**config.mk**
```make
export PLATFORM = sky130hd
export DESIGN_NAME = sa3_conv_sequencer
export DESIGN_NICKNAME = d
export VERILOG_FILES = /design/src/rtl/sa3_conv_sequencer.sv
export SDC_FILE = /design/constraint.sdc
export NUM_CORES = 1
export LEC_CHECK = 0
export BUFFER_PORTS_ARGS = -buffer_cell sky130_fd_sc_hd__buf_4
export CAP_MARGIN = 25
export CELL_PAD_IN_SITES_DETAIL_PLACEMENT = 0
export CELL_PAD_IN_SITES_GLOBAL_PLACEMENT = 2
export CORE_MARGIN = 5
export CORE_UTILIZATION = 33
export DETAILED_ROUTE_END_ITERATION = 8
export MAX_ROUTING_LAYER = met4
export PLACE_DENSITY_LB_ADDON = 0.1
export SKIP_LAST_GASP = 1
export SLEW_MARGIN = 5
export SYNTH_ARGS = -nofsm -noshare
export SYNTH_HDL_FRONTEND = slang
export SYNTH_SLANG_ARGS = --single-unit
```
**constraint.sdc**
```tcl
create_clock -name clk_i -period 3.55 [get_ports clk_i]
set_input_delay 0.71 -clock clk_i [delete_from_list [all_inputs] [get_ports clk_i]]
set_output_delay 0.71 -clock clk_i [all_outputs]
set_load 0.01 [all_outputs]
```
**src/rtl/sa3_conv_sequencer.sv**
```systemverilog
// -----------------------------------------------------------------------------
// sa3_conv_sequencer
//
// Drives the 3x3 systolic-array convolution engine for one job. For each
// channel it serially loads one 4x4 data tile and one 3x3 filter, runs the
// engine, and adds the 2x2 engine result into saturating accumulators. After
// the last channel it presents the (optionally ReLU'd) sums downstream.
//
// Handshakes (valid/ready): a transfer happens on the rising edge where both
// valid and ready are high. The producer holds data stable while valid is high
// and ready is low.
//
// Ports:
//   clk_i, rst_i        clock (rising edge), synchronous active-high reset
//   start_i             one-cycle job start, honoured in IDLE only
//   num_ch_i            channels to accumulate (0 behaves as 1), taken at start
//   relu_en_i           clamp negative results to 0, taken at start
//   in_valid_i/in_data_i/in_ready_o   operand byte stream (25 bytes/channel)
//   sa_active_o         engine enable, high for the whole engine run
//   sa_a_o              data tile a11..a44, row-major, a11 at [7:0]
//   sa_b_o              filter b11..b33, row-major, b11 at [7:0]
//   sa_done_i, sa_c_i   engine done and results {c22,c21,c12,c11}
//   out_valid_o/out_data_o/out_ready_i  result {r22,r21,r12,r11}
//   busy_o              high whenever not IDLE
//   err_o               sticky engine-timeout flag, cleared by start or reset
// -----------------------------------------------------------------------------
module sa3_conv_sequencer #(
    parameter int ACC_W   = 10,
    parameter int TIMEOUT = 32
) (
    input  logic               clk_i,
    input  logic               rst_i,
    input  logic               start_i,
    input  logic [3:0]         num_ch_i,
    input  logic               relu_en_i,
    input  logic               in_valid_i,
    input  logic [7:0]         in_data_i,
    output logic               in_ready_o,
    output logic               sa_active_o,
    output logic [127:0]       sa_a_o,
    output logic [71:0]        sa_b_o,
    input  logic               sa_done_i,
    input  logic [31:0]        sa_c_i,
    output logic               out_valid_o,
    output logic [4*ACC_W-1:0] out_data_o,
    input  logic               out_ready_i,
    output logic               busy_o,
    output logic               err_o
);
    localparam int WD_W = (TIMEOUT > 2) ? $clog2(TIMEOUT) : 1;
    localparam logic signed [ACC_W:0] SAT_MAX = {2'b00, {(ACC_W-1){1'b1}}};
    localparam logic signed [ACC_W:0] SAT_MIN = {2'b11, {(ACC_W-1){1'b0}}};

    typedef enum logic [1:0] {S_IDLE, S_LOAD, S_RUN, S_OUT} state_e;

    state_e               state_q;
    logic [4:0]           k_q;
    logic [4:0]           kb;
    logic [3:0]           ch_q;
    logic [3:0]           ch_last_q;
    logic                 relu_q;
    logic [WD_W-1:0]      wd_q;
    logic                 in_ready_q;
    logic                 sa_active_q;
    logic [127:0]         sa_a_q;
    logic [71:0]          sa_b_q;
    logic                 out_valid_q;
    logic [4*ACC_W-1:0]   out_data_q;
    logic                 err_q;
    logic [ACC_W-1:0]     acc_q [4];
    logic [ACC_W-1:0]     acc_d [4];
    logic signed [ACC_W:0] lane_sum [4];
    logic [4*ACC_W-1:0]   out_d;

    // Filter bytes occupy stream positions 16..24.
    assign kb = k_q - 5'd16;

    // One extra bit of headroom is enough: |acc| < 2^(ACC_W-1) and the
    // engine lane is 8-bit with ACC_W > 8.
    always_comb begin
        out_d = '0;
        for (int i = 0; i < 4; i++) begin
            lane_sum[i] = $signed({acc_q[i][ACC_W-1], acc_q[i]})
                        + $signed({{(ACC_W-7){sa_c_i[8*i+7]}}, sa_c_i[8*i +: 8]});
            if (lane_sum[i] > SAT_MAX)
                acc_d[i] = {1'b0, {(ACC_W-1){1'b1}}};
            else if (lane_sum[i] < SAT_MIN)
                acc_d[i] = {1'b1, {(ACC_W-1){1'b0}}};
            else
                acc_d[i] = lane_sum[i][ACC_W-1:0];
            out_d[i*ACC_W +: ACC_W] = (relu_q && acc_d[i][ACC_W-1]) ? '0 : acc_d[i];
        end
    end

    always_ff @(posedge clk_i) begin
        if (rst_i) begin
            state_q     <= S_IDLE;
            k_q         <= '0;
            ch_q        <= '0;
            ch_last_q   <= '0;
            relu_q      <= 1'b0;
            wd_q        <= '0;
            in_ready_q  <= 1'b0;
            sa_active_q <= 1'b0;
            sa_a_q      <= '0;
            sa_b_q      <= '0;
            out_valid_q <= 1'b0;
            out_data_q  <= '0;
            err_q       <= 1'b0;
            for (int i = 0; i < 4; i++) acc_q[i] <= '0;
        end else begin
            case (state_q)
                S_IDLE: begin
                    if (start_i) begin
                        state_q    <= S_LOAD;
                        in_ready_q <= 1'b1;
                        k_q        <= '0;
                        ch_q       <= '0;
                        ch_last_q  <= (num_ch_i == 4'd0) ? 4'd0 : num_ch_i - 4'd1;
                        relu_q     <= relu_en_i;
                        err_q      <= 1'b0;
                        for (int i = 0; i < 4; i++) acc_q[i] <= '0;
                    end
                end
                S_LOAD: begin
                    // in_ready is always high here, so in_valid alone accepts.
                    if (in_valid_i) begin
                        if (k_q < 5'd16)
                            sa_a_q[{k_q[3:0], 3'b000} +: 8] <= in_data_i;
                        else
                            sa_b_q[{kb[3:0], 3'b000} +: 8] <= in_data_i;
                        if (k_q == 5'd24) begin
                            state_q     <= S_RUN;
                            in_ready_q  <= 1'b0;
                            sa_active_q <= 1'b1;
                            wd_q        <= '0;
                        end else begin
                            k_q <= k_q + 5'd1;
                        end
                    end
                end
                S_RUN: begin
                    // sa_done has priority over the watchdog limit.
                    if (sa_done_i) begin
                        sa_active_q <= 1'b0;
                        for (int i = 0; i < 4; i++) acc_q[i] <= acc_d[i];
                        if (ch_q == ch_last_q) begin
                            state_q     <= S_OUT;
                            out_valid_q <= 1'b1;
                            out_data_q  <= out_d;
                        end else begin
                            state_q    <= S_LOAD;
                            ch_q       <= ch_q + 4'd1;
                            k_q        <= '0;
                            in_ready_q <= 1'b1;
                        end
                    end else if (wd_q == WD_W'(TIMEOUT - 1)) begin
                        state_q     <= S_IDLE;
                        sa_active_q <= 1'b0;
                        err_q       <= 1'b1;
                        for (int i = 0; i < 4; i++) acc_q[i] <= '0;
                    end else begin
                        wd_q <= wd_q + 1'b1;
                    end
                end
                S_OUT: begin
                    if (out_ready_i) begin
                        state_q     <= S_IDLE;
                        out_valid_q <= 1'b0;
                    end
                end
                default: state_q <= S_IDLE;
            endcase
        end
    end

    assign in_ready_o  = in_ready_q;
    assign sa_active_o = sa_active_q;
    assign sa_a_o      = sa_a_q;
    assign sa_b_o      = sa_b_q;
    assign out_valid_o = out_valid_q;
    assign out_data_o  = out_data_q;
    assign busy_o      = (state_q != S_IDLE);
    assign err_o       = err_q;

endmodule

```
==> impl_results.md, run 1 <==
- Arr. time, crit path: 3.41 ns
- Post-route cell area: 0.0181 mm2
- GPL Wtd Cong: 0.815
- #FFs+latches synth: 305
- Hold Buf Count CTS: 0
- First-pass GRT wire length: 70600 um
- CTS-repair resized insts: 0
- Sum Neg Setup Slack: 0 ns
- CP Class: register to register
- Cell variety after synth: 87
- Most used cell, CP: o31ai_1
- Post-synth EDFFs: 10
- Dpl hpwl: 34100 um
- Yosys top cell area share: 0.420
- Post-synthesis net count: 1618
- Port Buffers: 295
- Most common cell after layout, fill and taps aside: buf_4
- Post-route ant nets: 0
- Asr flop ratio synth: 0
- Crit path required time: 4.03 ns
- Worst path max stage delay: 0.51 ns
- Overall Global Routing Usage: 0.197
- # diodes: 0
- Synth Warn #: 0
- Worst-path clk slew: 0.06 ns
- Least-Margin Pin Slew: 0.860 ns
- Max-slew violations: 0
- DIE AREA: 0.0468 mm2
- Final net count: 1911
- RSZ-0062 raised after global routing: no
- Worst skew pair latency: 0.56 ns
- CTS tree: built
- Hold Path Cell Cnt: 3
- Highest ir drop seen on vdd: 0.277 mV
- Post-Synthesis Cell Area: 0.0141 mm2
- Worst Skew: 0.0267 ns
- Die Y-Extent: 216 um
- Fin. Hold Viols: 0
- CP Capture Type: register
- Root Driver: clkbuf_16
- Starting DRT DRC Count: 647
- Initial antenna violation count: 0
- Final setup viols: 0
- Total Routed Length: 46300 um
- Crit start category: register
- Layout Utilization: 0.431
- Largest net degree at the start of global routing: 143
- Register area share after synthesis: 0.441
- Post-route minimum period: 2.93 ns
- Hold/Removal Path Class: primary input to register
- Vias in the first global route: 11763
- Area after DPL: 0.0169 mm2
- Synth top area cells: dfxtp_1 (42%), mux2i_1 (14%), nor2_1 (7.9%)
- Yosys top cell by area: dfxtp_1
- Core area: 0.0420 mm2
- Tcrit/Tclk final: 0.826
- # IOs: 296
- Total grt overflow: 0
- Synth Area per Inst: 9.27 um2
- Post-synth top flop: dfxtp_1
- CP max stage cell: a21oi_1
- WL/cell: 19.5 um
- Die Width: 216 um
- Share of cells above drive strength 1: 0.238
- Max-cap violations: 0
- CP Max Fanout: 6
- Drt pass-1 iters: 5
- Mapped Cells: 1516
- Drt via density: 4.91
- Post-CTS setup buffers: 0
- Rows: 75
- R2R cell count: 10
- Fmax achieved: 341 MHz
- Most frequent cells in the layout: buf_4 (315), nor2_1 (297), dfxtp_1 (295)
- H-Tree Depth: 2
- Power density over the cells: 438 mW/mm2
- Status: completed
- P_leak: 0.00786 uW
- Crit-path cells: ha_1 > inv_1 > fa_1 > and2b_1 > o31ai_1 > a211oi_1 > o31ai_1 > a21oi_1 > o2111ai_1 > nand3_1
- CTS Sinks: 305
- P&R area growth vs syn: 28.9%
- Max_slew headroom: 0.427
- Total CTS buffers: 37
- Starting Density: 0.334
- Via Count: 11680
- Longest Clk Path Bufs: 3
- Post-route DRC violation count: 0
==> logic make-up after synthesis <==
group / share of synthesized area
AO/OA/AOI/OAI: 0.133
XOR/XNOR: 0.0212
adder cells (fa/ha/maj): 0.0526
buffers and inverters: 0.0283
flip-flops: 0.441
multiplexers: 0.145
AND/OR/NAND/NOR: 0.179
==> per-layer routing <==
layer  up-vias  wire [um]  GRT usage
met5         -          0          -
met4         0       1000     0.0526
met3        54       3070     0.0611
met2       235      22300      0.325
met1      5484      19900      0.234
li1       5907          -          -
==> stage by stage <==
| step | hold WS (ns) | std cells | total power, uW | setup slack, ns |
|---|---|---|---|---|
| 3_3_place_gp | 0.438 | 2309 | 4090 | 0.185 |
| 2_1_floorplan | 0.429 | 1516 | 3890 | 0.766 |
| 3_5_place_dp | 0.446 | 2309 | 4090 | 0.214 |
| 6_report | 0.420 | 2377 | 7930 | 0.618 |
| 4_1_cts | 0.395 | 2377 | 8070 | 0.587 |
| 5_1_grt | 0.437 | 2377 | 8270 | 0.396 |
==> flip-flops by register name, summed over array words and instances (netlist names) <==
signal / flops
acc_q: 40
ch_last_q: 4
ch_q: 4
err_o: 1
in_ready_o: 1
k_q: 5
out_data_o: 40
out_valid_o: 1
relu_q: 1
sa_a_o: 128
sa_active_o: 1
sa_b_o: 72
state_q: 2
wd_q: 5
==> worst max-delay path: cells and delay by family, from the launching register on <==
family          cells  cell delay (ns)
compound gates      5             1.46
fa+ha+maj           2             0.62
buf+inv             1             0.07
flops               1             0.35
simple gates        2             0.36
==> layout make-up <==
type | count | area, um2
multi-input cells | 1120 | 7470
flip-flops and latches | 305 | 6210
inverters | 28 | 105
fillers | 4214 | 23900
clock buffers | 53 | 1090
clock inverters | 15 | 181
repair buffers | 317 | 2400
well taps | 539 | 674
==> path summary, 6_finish.rpt <==
path / startpoint / to / slack, ns
worst max register to register: acc_q[0][0] / out_data_o[8] / 0.62
worst max-delay path: acc_q[0][0] / out_data_o[8] / 0.62
worst min register to register: out_data_o[10] / out_data_o[10] / 0.46
worst min-delay path: relu_en_i / relu_q / 0.42
==> power by group <==
part           internal (uW)  total (uW)  switching, uW
clock network           2370        3930           1560
logic                    192         538            347
registers               3460        3470           11.6
total                   6020        7930           1910
==> cells in the mapped netlist, drive strengths merged (3+ instances only) <==
master and count:
buf 12, o2111ai 4, or3 7, xor2 14
a21oi 68, nand4 6, nor2 315, o211ai 5
o21a 8, nand2 108, a211oi 13, o22ai 3
mux2i 201, a22oi 7, a211o 4, maj3 7
nor3 23, and2 12, a31o 4, nand2b 15
nor2b 25, o21ai 66, edfxtp 10, a22o 24
or2 6, inv 28, nand3 11, dfxtp 295
o21bai 9, nor4 5, fa 4, a31oi 6
a21o 11, o31ai 7, nand4b 5, clkbuf 51
xnor2 20, a2111oi 5, ha 47, and3 12
a2bb2oi 3
Power figures use the tool's default switching activity.
==> run 2, diff against run 1 <==
- ABC_AREA: not set -> 1
- CORE_UTILIZATION: 33 -> 28
- clock period: 3.55 -> 2.63 ns (I/O delays scaled with it)
==> run 2 against run 1 <==
Routed wire length increased by 8.5%. Fmax rose by 25%. Critical path depth grew 1. Largest cell class unchanged. Non-clock buffer count rose by 56.
==> impl_results.md, run 2 <==
- Die Y-Extent: 232 um (+7.3%)
- Crit-path cells: ha_1 > nand2_1 > inv_1 > a21oi_1 > and2_1 > nand2_1 > nand2_1 > nand2_1 > buf_12 > nand2_1 > a21oi_1
- Total grt overflow: 0 (unchanged)
- R2r setup slk: 0.29 ns (-0.33 ns)
- CP Max Fanout: 13 (+7)
- Layout Utilization: 0.378 (-0.0530)
- Drt pass-1 iters: 5 (unchanged)
- Starting DRT DRC Count: 579 (-11%)
- Largest net degree at the start of global routing: 107 (-25%)
- CTS tree: built
- CTS Sinks: 305 (unchanged)
- Total Routed Length: 50300 um (+8.5%)
- Worst Hold Launch: num_ch_i[0]
- P&R area growth vs syn: 33.8%
- Hold Path Cell Cnt: 2 (-1)
- Post-route DRC violation count: 0 (unchanged)
- Via Count: 12997 (+11%)
- Most common library cells after synthesis: nand2_1 (427), dfxtp_1 (295), a21oi_1 (275), inv_1 (204), o21ai_0 (166)
- Bufs and invs on worst path: 2 (+1)
- Tcrit/Tclk final: 0.890 (+0.0639)
- Register area share after synthesis: 0.449 (+0.00715)
- Fmax achieved: 427 MHz (+25%)
- Post-route ant nets: 0 (unchanged)
- P_leak: 0.00818 uW (+4.1%)
- Post-route minimum period: 2.34 ns (-0.592 ns)
- Fin. Hold Viols: 0 (unchanged)
- Die Width: 232 um (+7.3%)
- Crit path required time: 2.91 ns (-1.12 ns)
- Max-cap violations: 0 (unchanged)
- Worst-path clk slew: 0.06 ns (about the same)
- Post-Synthesis Cell Area: 0.0138 mm2 (-1.6%)
- Most used cell, CP: nand2_1
- # IOs: 296 (unchanged)
- Final net count: 2294 (+20%)
- Synth top area cells: dfxtp_1 (43%), nand2_1 (12%), a21oi_1 (9.9%)
- Highest ir drop seen on vdd: 0.298 mV (+7.6%)
- GPL Wtd Cong: 0.819 (+0.59%)
- Most common cell after layout, fill and taps aside: nand2_1
- CP max stage cell: edfxtp_1
- Max-slew violations: 0 (unchanged)
- # diodes: 0 (unchanged)
- Worst path max stage delay: 0.42 ns (-0.09 ns)
- Max reg flops: 128 (unchanged)
- Power density over the cells: 738 mW/mm2 (+69%)
- Total CTS buffers: 38 (+2.7%)
- Status: completed
- Worst Skew: 0.0211 ns (-0.00556 ns)
- Dpl hpwl: 37700 um (+11%)
- Drt via density: 4.51 (-8.3%)
- Fillers: 5296 (+26%)
- Max_slew headroom: 0.478 (+0.0509)
- Final setup viols: 0 (unchanged)
- Synth Area per Inst: 7.45 um2 (-20%)
- WL/cell: 17.4 um (-11%)
- Rows: 81 (+8.0%)
- Yosys top cell by area: dfxtp_1
- Hold EP: ch_last_q[0]
- Worst reg2reg startpoint: acc_q[3][8]
- H-Tree Depth: 2 (unchanged)
- #FFs+latches synth: 305 (unchanged)
- Post-layout total power: 13700 uW (+72%)
- Post-synth EDFFs: 10 (unchanged)
- Crit start category: register
- Mapped Cells: 1857 (+22%)
- Cell variety after synth: 47 (-46%)
- Initial antenna violation count: 0 (unchanged)
- RR Endpoint: acc_q[3][2]
- Synth Warn #: 0 (unchanged)
- Asr flop ratio synth: 0 (unchanged)
- Hold Buf Count CTS: 0 (unchanged)
- Worst skew pair latency: 0.56 ns (about the same)
- R2R cell count: 11 (+1)
- Hold slack final: 0.209 ns (-0.211 ns)
- Least-Margin Pin Slew: 0.776 ns (-0.0836 ns)
- DIE AREA: 0.0540 mm2 (+15%)
- First-pass GRT wire length: 77000 um (+9.0%)
- Top-count cell post-synth: nand2_1
- Longest Clk Path Bufs: 3 (unchanged)
- Core area: 0.0490 mm2 (+16%)
- Share of cells above drive strength 1: 0.222 (-0.0168)
- Hold/Removal Path Class: primary input to register
- Vias in the first global route: 13227 (+12%)
- Post-synth top flop: dfxtp_1
- CP Capture Type: register
- RSZ-0062 raised after global routing: no
- Overall Global Routing Usage: 0.186 (-0.0103)
- Most frequent cells in the layout: nand2_1 (427), buf_4 (369), dfxtp_1 (295)
- Starting Density: 0.283 (-0.0518)
- Yosys top cell area share: 0.427 (+0.00680)
- Arr. time, crit path: 2.62 ns (-0.79 ns)
- CP Class: register to register
- Root Driver: clkbuf_16
- Post-synthesis net count: 1959 (+21%)
- Cell family with most CP delay: simple AND/OR/NAND/NOR gates
- Port Buffers: 295 (unchanged)
[run 2: cell types whose count changed after synthesis, moves of 24 or more]
cell / before / now
nand2_1: 105 / 427
nor2b_1: 25 / 0
mux2i_1: 201 / 0
o21ai_0: 57 / 166
inv_1: 28 / 204
nor2_1: 297 / 105
a21oi_1: 64 / 275
a22o_1: 24 / 0
nand3_1: 11 / 64
[run 2: what timing repair did]
item,in CTS,in global routing
setup buffers,0,3
resized for setup,0,2
setup endpoints to repair,0,22
[run 2: stage by stage]
stage          area (um2)  setup TNS (ns)  cells  worst slack (ns)
4_1_cts             18500               0   2882             0.168
3_3_place_gp        17100         -0.0688   2813           -0.0294
6_report            18500               0   2885             0.290
2_1_floorplan       13800               0   1857             0.201
3_5_place_dp        17100               0   2813           0.00298
5_1_grt             18500               0   2885           0.00909
[run 2: final cells by class]
cell class | instances | area [um2] | share of cell area
Clock inverter | 16 | 251 | 0.0136
Tap cell | 664 | 831 | 0.0449
Inverter | 221 | 837 | 0.0452
Sequential cell | 305 | 6210 | 0.335
Timing Repair Buffer | 373 | 2850 | 0.154
Multi-Input combinational cell | 1253 | 6470 | 0.349
Clock buffer | 53 | 1070 | 0.0577
[run 2: worst reg2reg max path: cells and delay by family (launching register included)]
| kind | cells | cell delay, ns |
|---|---|---|
| AOI/OAI and AO/OA | 2 | 0.37 |
| DFF | 1 | 0.42 |
| buffers and inverters | 2 | 0.20 |
| adders and majority gates | 1 | 0.38 |
| and+or+nand+nor | 6 | 0.71 |
[run 2: logic make-up (layout without fill, tap and decap cells)]
logic type | count (synthesis) | after routing | share of synthesized area
AO/OA/AOI/OAI | 480 | 480 | 0.181
flip-flops | 305 | 305 | 0.449
adder cells (fa/ha/maj) | 51 | 51 | 0.0483
buffers and inverters | 299 | 663 | 0.0849
XOR/XNOR | 27 | 27 | 0.0171
AND/OR/NAND/NOR | 695 | 695 | 0.220
[run 2: how the worst max path moves through the flow]
stage                          end  cells past startpoint         from
floorplan               sa_a_o[38]                     11       k_q[0]
global placement    out_data_o[10]                     14    sa_c_i[8]
detailed placement  out_data_o[10]                     14    sa_c_i[8]
CTS                     sa_b_o[68]                     10       k_q[0]
global route            sa_a_o[31]                     10       k_q[0]
finish                 acc_q[3][2]                     11  acc_q[3][8]
[run 2: per-layer routing]
metal / GRT usage / part of all wire / up-vias
li1: - / - / 6768
met4: 0.0463 / 0.020 / 0
met5: - / 0 / -
met1: 0.221 / 0.44 / 5947
met3: 0.0547 / 0.065 / 57
met2: 0.312 / 0.48 / 225
[run 2: report_power, final]
group	switching [uW]	total (uW)	internal, uW
logic	1990	3090	1090
registers	171	5070	4890
clock network	2140	5500	3360
total	4310	13700	9350
==> run 3, diff against run 2 <==
- PLACE_DENSITY: not set -> 0.81
- PLACE_DENSITY_LB_ADDON: 0.1 -> not set
==> run 3 against run 2 <==
Combinational power decreased by 3%. Clock skew fell by 0.0019 ns. Hold slack improved by 0.027 ns. Final area decreased by 1.2%. Flip-flop and latch count is the same. Via count is 1.2% higher. Core utilization shrank 0.44 points. Routed wire length is 3.2% lower. Critical endpoint is now sa_b_o[11]. Largest power group unchanged.
==> impl_results.md, run 3 (synthesized netlist as in run 2, its figures left out) <==
- Final setup viols: 0 (unchanged)
- Hold/Removal Path Class: primary input to register
- Worst skew pair latency: 0.55 ns (about the same)
- # diodes: 0 (unchanged)
- Worst Skew: 0.0192 ns (-0.00186 ns)
- Post-route minimum period: 2.45 ns (+0.113 ns)
- Status: completed
- Multi-input logic area: 0.00647 mm2 (about the same)
- Post-route DRC violation count: 0 (unchanged)
- Crit path required time: 3.06 ns (+0.15 ns)
- CTS-repair resized insts: 0 (unchanged)
- Vias in the first global route: 12708 (-3.9%)
- Drt pass-1 iters: 6 (+1)
- Total Routed Length: 48700 um (-3.2%)
- Fmax achieved: 408 MHz (-4.6%)
- Register Area: 0.00621 mm2 (unchanged)
- RSZ-0062 raised after global routing: yes
- Post-route ant nets: 0 (unchanged)
- Arr. time, crit path: 2.89 ns (+0.27 ns)
- Worst reg2reg startpoint: k_q[1]
- Starting DRT DRC Count: 603 (+4.1%)
- First-pass GRT wire length: 74100 um (-3.7%)
- Via Count: 13158 (+1.2%)
- Max_slew headroom: 0.552 (+0.0739)
- Seq pwr share: 0.384 (+0.013)
- Starting Density: 0.283 (unchanged)
- Hold Buf Count CTS: 0 (unchanged)
- P&R area growth vs syn: 32.2%
- P_sw: 4170 uW (-3.1%)
- CP Launch Point: k_q[1]
- Initial antenna violation count: 0 (unchanged)
- Switching Share: 0.316 (+0.000695)
- H-Tree Depth: 2 (unchanged)
- Dpl cells: 2800 (-0.46%)
- P_leak: 0.00806 uW (-1.5%)
- CP Class: register to register
- Fin. Hold Viols: 0 (unchanged)
- GPL Wtd Cong: 0.871 (+6.3%)
- Final non-filler cell total: 2865 (-0.69%)
- CP Capture Type: register
- Power density over the cells: 721 mW/mm2 (-2.2%)
- CTS tree: built
- Post-CTS setup buffers: 0 (unchanged)
- Most frequent cells in the layout: nand2_1 (422), buf_4 (353), dfxtp_1 (295)
- Drt via density: 4.59 (+1.9%)
- Die Width: 232 um (unchanged)
- Least-Margin Pin Slew: 0.672 ns (-0.104 ns)
- Total grt overflow: 0 (unchanged)
- Share of cells above drive strength 1: 0.216 (-0.00526)
- CTS Sinks: 305 (unchanged)
- Core area: 0.0490 mm2 (unchanged)
- Rows: 81 (unchanged)
- Worst-path clk slew: 0.06 ns (about the same)
- Gate power share: 0.226 (about the same)
- Max reg flops: 128 (unchanged)
- Worst Hold Launch: num_ch_i[0]
- Highest ir drop seen on vdd: 0.412 mV (+38%)
- WL/cell: 17.0 um (-2.5%)
- Dpl hpwl: 36300 um (-3.6%)
- Crit start category: register
- CP Max Fanout: 19 (+6)
- Clock Power Share: 0.389 (-0.014)
- Tcrit/Tclk final: 0.933 (+0.0430)
- # IOs: 296 (unchanged)
- Largest net degree at the start of global routing: 55 (-49%)
- Final net count: 2276 (-0.78%)
- Overall Global Routing Usage: 0.178 (-0.00834)
- DIE AREA: 0.0540 mm2 (unchanged)
- Int Power: 9020 uW (-3.5%)
- Longest Clk Path Bufs: 3 (unchanged)
- Fillers: 5209 (-1.6%)
- Total CTS buffers: 36 (-5.3%)
- Post-layout total power: 13200 uW (-3.4%)
- Port Buffers: 295 (unchanged)
- Max-cap violations: 0 (unchanged)
- Most common cell after layout, fill and taps aside: nand2_1
- Root Driver: clkbuf_16
- Max-slew violations: 0 (unchanged)
- Die Y-Extent: 232 um (unchanged)
[run 3: per-layer routing]
layer	up-vias	routed length [um]	GRT usage
met5	-	0	-
met4	0	1050	0.0428
met3	60	3510	0.0569
met2	272	23100	0.292
met1	6107	21000	0.214
li1	6719	-	-
[run 3: power groups by stage]
stage	Clock, uW	Combinational (uW)	Sequential, uW
final	5140	2990	5070
after global routing	5480	3380	5100
after CTS	5300	3010	5080
after detailed placement	0	3000	5170
after global placement	0	3000	5170
after floorplan	0	1910	5150
[run 3: layout make-up]
| cell class | instances | area share |
|---|---|---|
| clock buffer | 56 | 0.0600 |
| clock inverter | 9 | 0.00684 |
| inverter | 221 | 0.0457 |
| multi-input combinational | 1253 | 0.354 |
| sequential | 305 | 0.339 |
| tap | 664 | 0.0454 |
| timing repair buffer | 357 | 0.149 |
[run 3: path summary, 6_finish.rpt]
kind	end	slack [ns]	depth (start not counted)
hold reg to reg	sa_b_o[27]	0.45	2
hold / removal	ch_last_q[0]	0.24	2
setup reg to reg	sa_b_o[11]	0.18	10
setup / recovery	sa_b_o[11]	0.18	10
[run 3: worst max-delay path: stages (launching register included)]
cell     delay (ns)
dfxtp_1        0.43
inv_2          0.09
ha_1           0.21
nand2_2        0.12
inv_2          0.07
nor2_8         0.22
inv_4          0.15
nor3_1         0.35
nand2_2        0.28
o21ai_0        0.32
a21oi_1        0.07
[run 3: through the flow]
| stage | area (um2) | worst slack, ns | utilization | TNS [ns] | hold slack [ns] |
|---|---|---|---|---|---|
| after global placement | 17100 | -0.0106 | 0.348 | -0.0106 | 0.432 |
| final | 18300 | 0.177 | 0.374 | 0 | 0.236 |
| after floorplan | 13800 | 0.201 | - | 0 | 0.449 |
| after global routing | 18300 | -0.0881 | 0.374 | -0.205 | 0.207 |
| after detailed placement | 17100 | -0.0291 | 0.348 | -0.0885 | 0.436 |
| after CTS | 18300 | 0.0139 | 0.373 | 0 | 0.194 |
